$ cat config.mk
export PLATFORM = sky130hd
export DESIGN_NAME = l1_clreq_arb_flat
export DESIGN_NICKNAME = d
export VERILOG_FILES = /design/src/rtl/l1_clreq_arb_if.sv /design/src/rtl/l1_clreq_arb.sv /design/src/flat_wrapper.sv
export SDC_FILE = /design/constraint.sdc
export NUM_CORES = 1
export LEC_CHECK = 0
export CAP_MARGIN = 15
export CORE_ASPECT_RATIO = 0.5
export CORE_MARGIN = 2
export CORE_UTILIZATION = 40
export CTS_CLUSTER_DIAMETER = 80
export DETAILED_ROUTE_END_ITERATION = 8
export PLACE_DENSITY = 0.73
export SETUP_SLACK_MARGIN = 0.02
export SYNTH_ARGS = -nofsm -noshare
export SYNTH_HDL_FRONTEND = slang
export SYNTH_SLANG_ARGS = --single-unit
$ cat constraint.sdc
create_clock -name clk -period 4.3 [get_ports clk]
set_input_delay 0.43 -clock clk [delete_from_list [all_inputs] [get_ports clk]]
set_output_delay 0.43 -clock clk [all_outputs]
set_load 0.01 [all_outputs]
$ cat src/rtl/l1_clreq_arb_if.sv
// Handshake bundle between the L1 stream pointers, the request arbiter and the L2 channel.
// The arbiter uses the master modport; streams and L2 together form the slave side.
interface l1_clreq_arb_if #(
   parameter int nstreams  = 8,
   parameter int sid_width = $clog2(nstreams)
);
   logic [nstreams-1:0]  i_req_v;
   logic [nstreams-1:0]  i_req_r;
   logic                 o_req_v;
   logic                 o_req_r;
   logic [sid_width-1:0] o_req_sid;
   logic                 i_rsp_v;
   logic                 i_rsp_r;
   logic [sid_width-1:0] i_rsp_sid;
   logic [nstreams-1:0]  o_rsp_v;
   logic [nstreams-1:0]  o_idle;
   logic                 o_err;

   modport master (
      input  i_req_v,
      output i_req_r,
      output o_req_v,
      input  o_req_r,
      output o_req_sid,
      input  i_rsp_v,
      output i_rsp_r,
      input  i_rsp_sid,
      output o_rsp_v,
      output o_idle,
      output o_err
   );

   modport slave (
      output i_req_v,
      input  i_req_r,
      input  o_req_v,
      output o_req_r,
      input  o_req_sid,
      output i_rsp_v,
      input  i_rsp_r,
      output i_rsp_sid,
      input  o_rsp_v,
      input  o_idle,
      input  o_err
   );
endinterface

$ cat src/rtl/l1_clreq_arb.sv
// Round-robin arbiter sharing the L2 cacheline-request channel among L1 streams, with
// per-stream outstanding throttling. Define L1_CLREQ_ARB_OREG_EN for a registered request stage.
module l1_clreq_arb #(
   parameter int nstreams  = 8,
   parameter int sid_width = $clog2(nstreams),
   parameter int max_out   = 4,
   parameter int out_width = $clog2(max_out + 1)
) (
   input  logic              clk,
   input  logic              reset,
   l1_clreq_arb_if.master    bus
);
   localparam logic [out_width-1:0] CNT_MAX = out_width'(max_out);
   localparam logic [nstreams-1:0]  ONE_HOT = {{(nstreams-1){1'b0}}, 1'b1};

   logic [out_width-1:0] cnt_q [nstreams];
   logic [out_width-1:0] cnt_d [nstreams];
   logic [sid_width-1:0] rr_ptr_q, rr_ptr_d;
   logic                 o_err_q, o_err_d;

   logic [nstreams-1:0]  elig;
   logic [nstreams-1:0]  inc;
   logic [nstreams-1:0]  dec;
   logic [nstreams-1:0]  zero;
   logic [sid_width-1:0] win;
   logic                 any_elig;
   logic                 req_open;
   logic                 gnt_act;
   logic                 rsp_in_range;

   for (genvar gi = 0; gi < nstreams; gi++) begin : g_stream
      assign zero[gi]        = (cnt_q[gi] == '0);
      assign elig[gi]        = bus.i_req_v[gi] & (cnt_q[gi] < CNT_MAX);
      assign inc[gi]         = gnt_act & (int'(win) == gi);
      assign dec[gi]         = bus.i_rsp_v & (int'(bus.i_rsp_sid) == gi);
      assign bus.o_rsp_v[gi] = dec[gi];
      assign bus.o_idle[gi]  = zero[gi];
   end

   assign rsp_in_range = (int'(bus.i_rsp_sid) < nstreams);
   assign bus.i_rsp_r  = 1'b1;
   assign bus.o_err    = o_err_q;

   // First eligible stream at or above rr_ptr, wrapping at nstreams.
   always_comb begin
      int idx;
      win      = '0;
      any_elig = 1'b0;
      idx      = 0;
      for (int k = 0; k < nstreams; k++) begin
         idx = int'(rr_ptr_q) + k;
         if (idx >= nstreams) idx = idx - nstreams;
         if (!any_elig && elig[idx]) begin
            any_elig = 1'b1;
            win      = sid_width'(idx);
         end
      end
   end

`ifdef L1_CLREQ_ARB_OREG_EN
   logic                 o_req_v_q, o_req_v_d;
   logic [sid_width-1:0] o_req_sid_q, o_req_sid_d;

   // The single entry may be refilled in the same cycle L2 drains it.
   assign req_open = ~o_req_v_q | bus.o_req_r;

   always_comb begin
      o_req_v_d   = o_req_v_q;
      o_req_sid_d = o_req_sid_q;
      if (gnt_act) begin
         o_req_v_d   = 1'b1;
         o_req_sid_d = win;
      end else if (bus.o_req_r) begin
         o_req_v_d   = 1'b0;
         o_req_sid_d = '0;
      end
   end

   assign bus.o_req_v   = o_req_v_q;
   assign bus.o_req_sid = o_req_sid_q;
`else
   assign req_open      = bus.o_req_r;
   assign bus.o_req_v   = any_elig;
   assign bus.o_req_sid = any_elig ? win : '0;
`endif

   assign gnt_act     = any_elig & req_open;
   assign bus.i_req_r = gnt_act ? (ONE_HOT << win) : '0;

   always_comb begin
      rr_ptr_d = rr_ptr_q;
      if (gnt_act) rr_ptr_d = (int'(win) == nstreams - 1) ? '0 : win + 1'b1;
   end

   // A grant and a response for the same stream cancel; a decrement at zero is an error.
   always_comb begin
      for (int i = 0; i < nstreams; i++) begin
         cnt_d[i] = cnt_q[i];
         if (inc[i] && !dec[i]) cnt_d[i] = cnt_q[i] + 1'b1;
         else if (dec[i] && !inc[i] && !zero[i]) cnt_d[i] = cnt_q[i] - 1'b1;
      end
   end

   assign o_err_d = o_err_q | (bus.i_rsp_v & (~rsp_in_range | (|(dec & zero))));

   always_ff @(posedge clk) begin
      if (reset) begin
         rr_ptr_q <= '0;
         o_err_q  <= 1'b0;
         for (int i = 0; i < nstreams; i++) cnt_q[i] <= '0;
`ifdef L1_CLREQ_ARB_OREG_EN
         o_req_v_q   <= 1'b0;
         o_req_sid_q <= '0;
`endif
      end else begin
         rr_ptr_q <= rr_ptr_d;
         o_err_q  <= o_err_d;
         for (int i = 0; i < nstreams; i++) cnt_q[i] <= cnt_d[i];
`ifdef L1_CLREQ_ARB_OREG_EN
         o_req_v_q   <= o_req_v_d;
         o_req_sid_q <= o_req_sid_d;
`endif
      end
   end
endmodule

$ cat src/flat_wrapper.sv
// flat-port wrapper written by rule: the top's interface ports become plain ports
module l1_clreq_arb_flat 
#(
   parameter int nstreams  = 8,
   parameter int sid_width = $clog2(nstreams),
   parameter int max_out   = 4,
   parameter int out_width = $clog2(max_out + 1)
)
  (clk, reset, bus_i_req_v, bus_i_req_r, bus_o_req_v, bus_o_req_r, bus_o_req_sid, bus_i_rsp_v, bus_i_rsp_r, bus_i_rsp_sid, bus_o_rsp_v, bus_o_idle, bus_o_err);
  l1_clreq_arb_if #(.nstreams(nstreams), .sid_width(sid_width)) bus_i ();
  input  logic clk;
  input  logic reset;
  input wire logic [$bits(bus_i.i_req_v)-1:0] bus_i_req_v;
  output wire logic [$bits(bus_i.i_req_r)-1:0] bus_i_req_r;
  output wire logic [$bits(bus_i.o_req_v)-1:0] bus_o_req_v;
  input wire logic [$bits(bus_i.o_req_r)-1:0] bus_o_req_r;
  output wire logic [$bits(bus_i.o_req_sid)-1:0] bus_o_req_sid;
  input wire logic [$bits(bus_i.i_rsp_v)-1:0] bus_i_rsp_v;
  output wire logic [$bits(bus_i.i_rsp_r)-1:0] bus_i_rsp_r;
  input wire logic [$bits(bus_i.i_rsp_sid)-1:0] bus_i_rsp_sid;
  output wire logic [$bits(bus_i.o_rsp_v)-1:0] bus_o_rsp_v;
  output wire logic [$bits(bus_i.o_idle)-1:0] bus_o_idle;
  output wire logic [$bits(bus_i.o_err)-1:0] bus_o_err;
  assign bus_i.i_req_v = bus_i_req_v;
  assign bus_i_req_r = bus_i.i_req_r;
  assign bus_o_req_v = bus_i.o_req_v;
  assign bus_i.o_req_r = bus_o_req_r;
  assign bus_o_req_sid = bus_i.o_req_sid;
  assign bus_i.i_rsp_v = bus_i_rsp_v;
  assign bus_i_rsp_r = bus_i.i_rsp_r;
  assign bus_i.i_rsp_sid = bus_i_rsp_sid;
  assign bus_o_rsp_v = bus_i.o_rsp_v;
  assign bus_o_idle = bus_i.o_idle;
  assign bus_o_err = bus_i.o_err;
  l1_clreq_arb #(.nstreams(nstreams), .sid_width(sid_width), .max_out(max_out), .out_width(out_width)) u_core (.clk(clk), .reset(reset), .bus(bus_i));
endmodule
==> results of run 1 <==
-- flip-flops by register name (all words and copies together) (netlist names) --
register	flops
u_core.rr_ptr_q	3
u_core.cnt_q	24
u_core.bus.o_err	1
-- cell type report --
cell class,instances,share of cell area (%)
Clock buffer,3,1.76
Clock inverter,1,0.706
Inverter,25,2.32
Multi-Input combinational cell,282,57.7
Sequential cell,28,13.2
Tap cell,96,2.82
Timing Repair Buffer,104,21.5
-- worst min path at each step --
| stage | startpoint | endpoint | slack [ps] | depth (start not counted) |
|---|---|---|---|---|
| after detailed placement | u_core.cnt_q[0][7] | u_core.cnt_q[0][7] | 500 | 2 |
| after global placement | u_core.cnt_q[0][4] | u_core.cnt_q[0][4] | 500 | 2 |
| final | u_core.cnt_q[0][7] | u_core.cnt_q[0][7] | 510 | 2 |
| after CTS | u_core.cnt_q[0][7] | u_core.cnt_q[0][7] | 510 | 2 |
| after floorplan | u_core.cnt_q[0][4] | u_core.cnt_q[0][4] | 480 | 2 |
| after global routing | u_core.cnt_q[0][7] | u_core.cnt_q[0][7] | 560 | 2 |
-- through the flow --
stage | cells | util, % | worst slack (ps) | TNS [ps]
finish | 539 | 57.9 | 134 | 0
global route | 539 | 57.9 | 14.7 | 0
CTS | 537 | 56.1 | 25.2 | 0
detailed placement | 532 | 53.9 | -172 | -1570
global placement | 532 | 53.9 | -133 | -1140
floorplan | 346 | - | 410 | 0
-- layer usage --
metal,GRT usage (%),vias to the layer above,part of all wire (%)
li1,-,1470,-
met1,27.9,1453,45
met2,37.4,99,48
met3,2.93,18,4.7
met4,6.18,0,1.7
met5,0,-,0
-- power breakdown --
| group | total [mW] | switching [mW] | internal (mW) |
|---|---|---|---|
| Clock | 0.279 | 0.0935 | 0.186 |
| Sequential | 0.419 | 0.0900 | 0.329 |
| Combinational | 2.34 | 1.14 | 1.20 |
-- placed cells by master (no fill, tap or decap), types with 4 or more instances in the layout --
master | Yosys | layout
a211oi_1 | 6 | 6
inv_1 | 20 | 20
nand2_1 | 23 | 22
buf_4 | 3 | 59
ha_1 | 8 | 5
mux2i_1 | 14 | 10
a22oi_1 | 4 | 4
dlymetal6s2s_1 | 0 | 5
nor3_1 | 21 | 20
nor2_1 | 33 | 33
xor2_1 | 6 | 6
fa_1 | 8 | 8
a31oi_1 | 6 | 6
dfxtp_1 | 28 | 27
clkdlybuf4s50_1 | 0 | 37
mux2_1 | 5 | 5
nand3_1 | 14 | 14
o21ai_0 | 14 | 11
a21oi_1 | 19 | 17
mux4_1 | 8 | 6
nor2b_2 | 0 | 4
nand2b_1 | 10 | 8
mux4_2 | 9 | 11
nor2b_1 | 17 | 10
-- logic make-up (layout without fill, tap and decap cells) --
logic type | count (synthesis) | after routing | share of synthesized area, %
buffers and inverters | 36 | 133 | 5.72
flip-flops | 28 | 28 | 18.4
multiplexers | 40 | 40 | 21.6
XOR/XNOR | 8 | 8 | 2.55
other | 1 | 1 | 0.123
AO/OA/AOI/OAI | 79 | 79 | 18.6
adder cells (fa/ha/maj) | 16 | 16 | 8.56
AND/OR/NAND/NOR | 138 | 138 | 24.4
-- critical path, cell delays in order --
cell,delay [ps]
clkdlybuf4s50_1,430
and2b_1,220
mux4_2,520
buf_4,180
nor2_4,90
nand4bb_4,140
buf_4,170
o41a_4,580
buf_4,200
and2_4,170
nand2_1,90
inv_1,50
clkdlybuf4s50_1,470
-- timing repair --
item	in CTS	in global routing
endpoints found under the setup margin	6	19
buffers inserted	1	2
hold endpoints to repair	0	0
resized for setup	17	30
pin swaps	1	3
==> results.yml, run 1 <==
synth:
  synth_seq_cells: 28
  syn_inst: 346
  synth-main-ff-cell: "dfxtp_1"
  synth_area_mm2: 0.00304
  async_flop_share_pct: 0
  synth_top_area_share_pct: 18.4
  synth_top_cells_by_count: "nor2_1 (33), dfxtp_1 (28), nand2_1 (23)"
  yosysWarnings: 0
  syn_avg_cell_area_um2: 8.79
  yosys-top-cells-area: "dfxtp_1 (18%), mux4_1 (6.9%), mux4_2 (6.7%)"
  yosysMostFrequentCell: "nor2_1"
  synth_edf_count: 0
  seq_area_frac_synth_pct: 18.4
  synth_cell_type_count: 70
  syn_nets: 377
  yosysTopAreaCell: "dfxtp_1"
drt:
  dr.pass1.iters: 5
  wl_mm: 8.76
  drtIter0Drc: 244
  wire_per_inst_um: 16.2
  drc: 0
  vias: 3040
  viasPerCell: 5.64
  drtAntennaViolNets: 0
critical_path:
  required_ps: 3870
  r2r_slack_ps: 260
  timing.rr.start: "u_core.rr_ptr_q[0]"
  r2r_cells: 17
  critPathLaunch: "bus_i_req_v[3]"
  cp-end-kind: "primary output"
  crit_path_end: "bus_i_req_r[5]"
  arrival_ps: 3740
  crit_fanout: 12
  critPathLaunchType: "input port"
  reg2reg_to: "u_core.cnt_q[0][17]"
  critPathKind: "in -> out"
power_and_ir_drop:
  ir_drop_mv: 0.236
  power.total_mw: 3.03
  leakagePower_nw: 1.82
  p_per_area_mw_per_mm2: 713
outcome:
  outcome: "finished, final reports clean"
sta:
  period_share_pct: 96.9
  fmax_ghz: 0.240
  finalSetupViolCount: 0
  whs_ps: 514
  drv_slew: 0
  fin_crit_ps: 4170
  finalClockSkew_ps: 2.33
  final-hold-violation-count: 0
  rsz0062_at_grt: "false"
  tightest_slew_ps: 699
  slew_headroom_pct: 53.3
cts:
  clock_tree.buffer_depth: 2
  worstSkewPairLatency_ps: 270
  h-tree-depth: 1
  cts_tree: "yes"
  cts.sinks: 28
  numCtsBuffers: 3
  clockRootBuffer: "clkbuf_16"
  cts.hold.buffers_added: 0
  clkTransAtPathRegs_ps: 70
global_route:
  grt_pass1_vias: 3007
  antenna_found_initial: 0
  grt_usage_pct: 21.4
  grt_overflow: 0
  grt_max_degree: 20
  grt_pass1_wl_mm: 14.3
final_layout:
  antenna_cells: 0
  multiInputGateArea_mm2: 0.00245
  drive_gt1_share_pct: 28.2
  finalInstanceArea_mm2: 0.00426
  regArea_um2: 562
  area_growth_pct: 40.0
  fin_nets: 475
  fill_cells: 631
floorplanning:
  die_w_um: 127
  die-area_mm2: 0.00836
  rows: 22
  die_y_um: 65.7
  pin_count: 45
  fp.coreArea_mm2: 0.00735
  start_util_pct: 41.4
place:
  port_buffers: 43
  placedInstanceArea_mm2: 0.00396
  globalplace.congestion: 0.923
  dp_hpwl_mm: 6.92
min_path:
  hp-class: "reg -> reg"
job:
  maxCapViolCount: 0
(Power assumes the default switching activity.)
==> run 2: changes to the inputs <==
==> constraint.sdc (replaced) <==
create_clock -name clk -period 5 [get_ports clk]
set_input_delay 0.5 -clock clk [delete_from_list [all_inputs] [get_ports clk]]
set_output_delay 0.5 -clock clk [all_outputs]
set_load 0.01 [all_outputs]
==> run 2 against run 1 <==
Cell area shrank 14%. Routed wire length shrank 13%. Sequential power shrank 13%. Clock power shrank 29%. Critical path depth is the same. Sequential share of layout area grew 2.1 points. Hold slack lost 1.9 ps. Cell count shrank 9.6%. Clock-buffer cell count grew 1. Non-clock buffer count shrank 52. Power shrank 31%. Critical path type unchanged. Highest routed layer unchanged.
==> results.yml, run 2 (synthesis gave the netlist of run 1 again) <==
outcome:
  outcome: "finished, final reports clean"
critical_path:
  cp-end-kind: "primary output"
  critPathLaunchType: "input port"
  r2r_cells: 18
  r2r_slack_ps: 490
  required_ps: 4500
  crit_fanout: 4
  critPathKind: "in -> out"
  reg2reg_to: "u_core.cnt_q[0][17]"
  arrival_ps: 4140
  timing.rr.start: "u_core.rr_ptr_q[1]"
floorplanning:
  die-area_mm2: 0.00836
  die_y_um: 65.7
  fp.coreArea_mm2: 0.00735
  die_w_um: 127
  pin_count: 45
  rows: 22
  start_util_pct: 41.4
global_route:
  grt_usage_pct: 19.2
  grt_overflow: 0
  grt_pass1_wl_mm: 12.8
  grt_pass1_vias: 2700
  grt_max_degree: 37
  antenna_found_initial: 0
drt:
  dr.pass1.iters: 4
  vias: 2765
  wire_per_inst_um: 15.7
  drtIter0Drc: 182
  drc: 0
  viasPerCell: 5.68
  wl_mm: 7.63
  drtAntennaViolNets: 0
final_layout:
  final_common_cell: "clkdlybuf4s50_1"
  drive_gt1_share_pct: 12.0
  antenna_cells: 0
  fin_nets: 423
  largest_reg_flops: 24
  area_growth_pct: 20.9
  largest-register: "u_core.cnt_q"
  layout_common_cells: "clkdlybuf4s50_1 (43), nor2_1 (33), dfxtp_1 (27), nand2_1 (23), nor3_1 (21)"
cts:
  numCtsBuffers: 3
  h-tree-depth: 1
  cts.hold.buffers_added: 0
  post_cts_buffers: 0
  cts.sinks: 28
  clock_tree.buffer_depth: 2
  cts_tree: "yes"
  worstSkewPairLatency_ps: 260
  clockRootBuffer: "clkbuf_16"
  clkTransAtPathRegs_ps: 70
  cts.repair.resized: 0
sta:
  drv_slew: 0
  slew_headroom_pct: 58.4
  finalClockSkew_ps: 3.17
  tightest_slew_ps: 620
  rsz0062_at_grt: "false"
  setup_tns_ps: 0
  final-hold-violation-count: 0
  fin_crit_ps: 4640
  fmax_ghz: 0.215
  period_share_pct: 92.8
  layout_setup_ws_ps: 358
  finalSetupViolCount: 0
place:
  dp_hpwl_mm: 6.06
  port_buffers: 43
  pre_cts_slack_ps: 298
  globalplace.congestion: 0.941
min_path:
  hp-class: "reg -> reg"
  min_to: "u_core.cnt_q[0][4]"
  hold_start: "u_core.cnt_q[0][4]"
  hold_depth: 2
job:
  maxCapViolCount: 0
power_and_ir_drop:
  ir_drop_mv: 0.199
  leakagePower_nw: 1.45
  p_per_area_mw_per_mm2: 566
run 2: changes by cell type in the layout (fill, tap and decap cells not counted), moves of 3 or more:
cell and change:
nor2b_2 -4, nor2b_4 -3, o21ai_0 +3, clkdlybuf4s50_1 +6
buf_4 -50, nor2b_1 +7, dlymetal6s2s_1 -5, mux2i_4 -3
mux2i_1 +4
run 2: power by group:
group / internal [mW] / switching [mW]
registers: 0.283 / 0.0824
logic: 0.700 / 0.817
clock network: 0.123 / 0.0767
total: 1.11 / 0.976
run 2: critical path: stages:
cell	delay, ps
clkdlybuf4s50_1	480
nor2b_1	230
mux2i_1	160
mux4_2	550
o311ai_0	320
o21ai_0	170
a21oi_1	160
o21ai_0	110
o21ai_0	210
ha_1	270
ha_1	210
and2_1	200
clkdlybuf4s50_1	560
run 2: how the worst max path moves through the flow:
| stage | from | end |
|---|---|---|
| finish | bus_i_req_v[5] | bus_i_req_r[3] |
| global route | bus_i_req_v[0] | bus_i_req_r[3] |
| CTS | u_core.rr_ptr_q[1] | bus_i_req_r[5] |
| detailed placement | bus_i_req_v[5] | u_core.cnt_q[0][23] |
| global placement | u_core.rr_ptr_q[1] | u_core.cnt_q[0][17] |
| floorplan | u_core.rr_ptr_q[1] | u_core.cnt_q[0][11] |
run 2: area by class of cell:
type | instances | area, um^2
clock buffers | 4 | 88.8
fillers | 676 | 3670
inverters | 25 | 98.8
multi-input cells | 282 | 2310
flip-flops and latches | 28 | 562
well taps | 96 | 120
repair buffers | 52 | 498
run 2: metrics by stage:
stage	power [mW]	util (%)	hold slack, ps	area [um^2]	std cells
2_1_floorplan	1.40	-	482	3040	346
3_3_place_gp	1.85	48.8	496	3580	483
3_5_place_dp	1.86	48.8	505	3580	483
4_1_cts	2.08	50.0	515	3670	487
5_1_grt	2.27	50.0	549	3680	487
6_report	2.08	50.0	512	3680	487
run 2: routing by layer:
metal,wire (um),track usage [%],vias to the layer above
li1,-,-,1370
met1,3510,26.0,1315
met2,3620,32.6,76
met3,431,2.93,4
met4,68,4.81,0
met5,0,0,-
==> run 3: changes to the inputs <==
--- a/config.mk
+++ b/config.mk
@@ -10,6 +10,7 @@
 export CORE_MARGIN = 2
 export CORE_UTILIZATION = 40
 export CTS_CLUSTER_DIAMETER = 80
+export CTS_CLUSTER_SIZE = 20
 export DETAILED_ROUTE_END_ITERATION = 8
 export PLACE_DENSITY = 0.73
 export SETUP_SLACK_MARGIN = 0.02
==> results of run 3 <==
The final DEF is identical to that of run 2; final timing and power are the same.
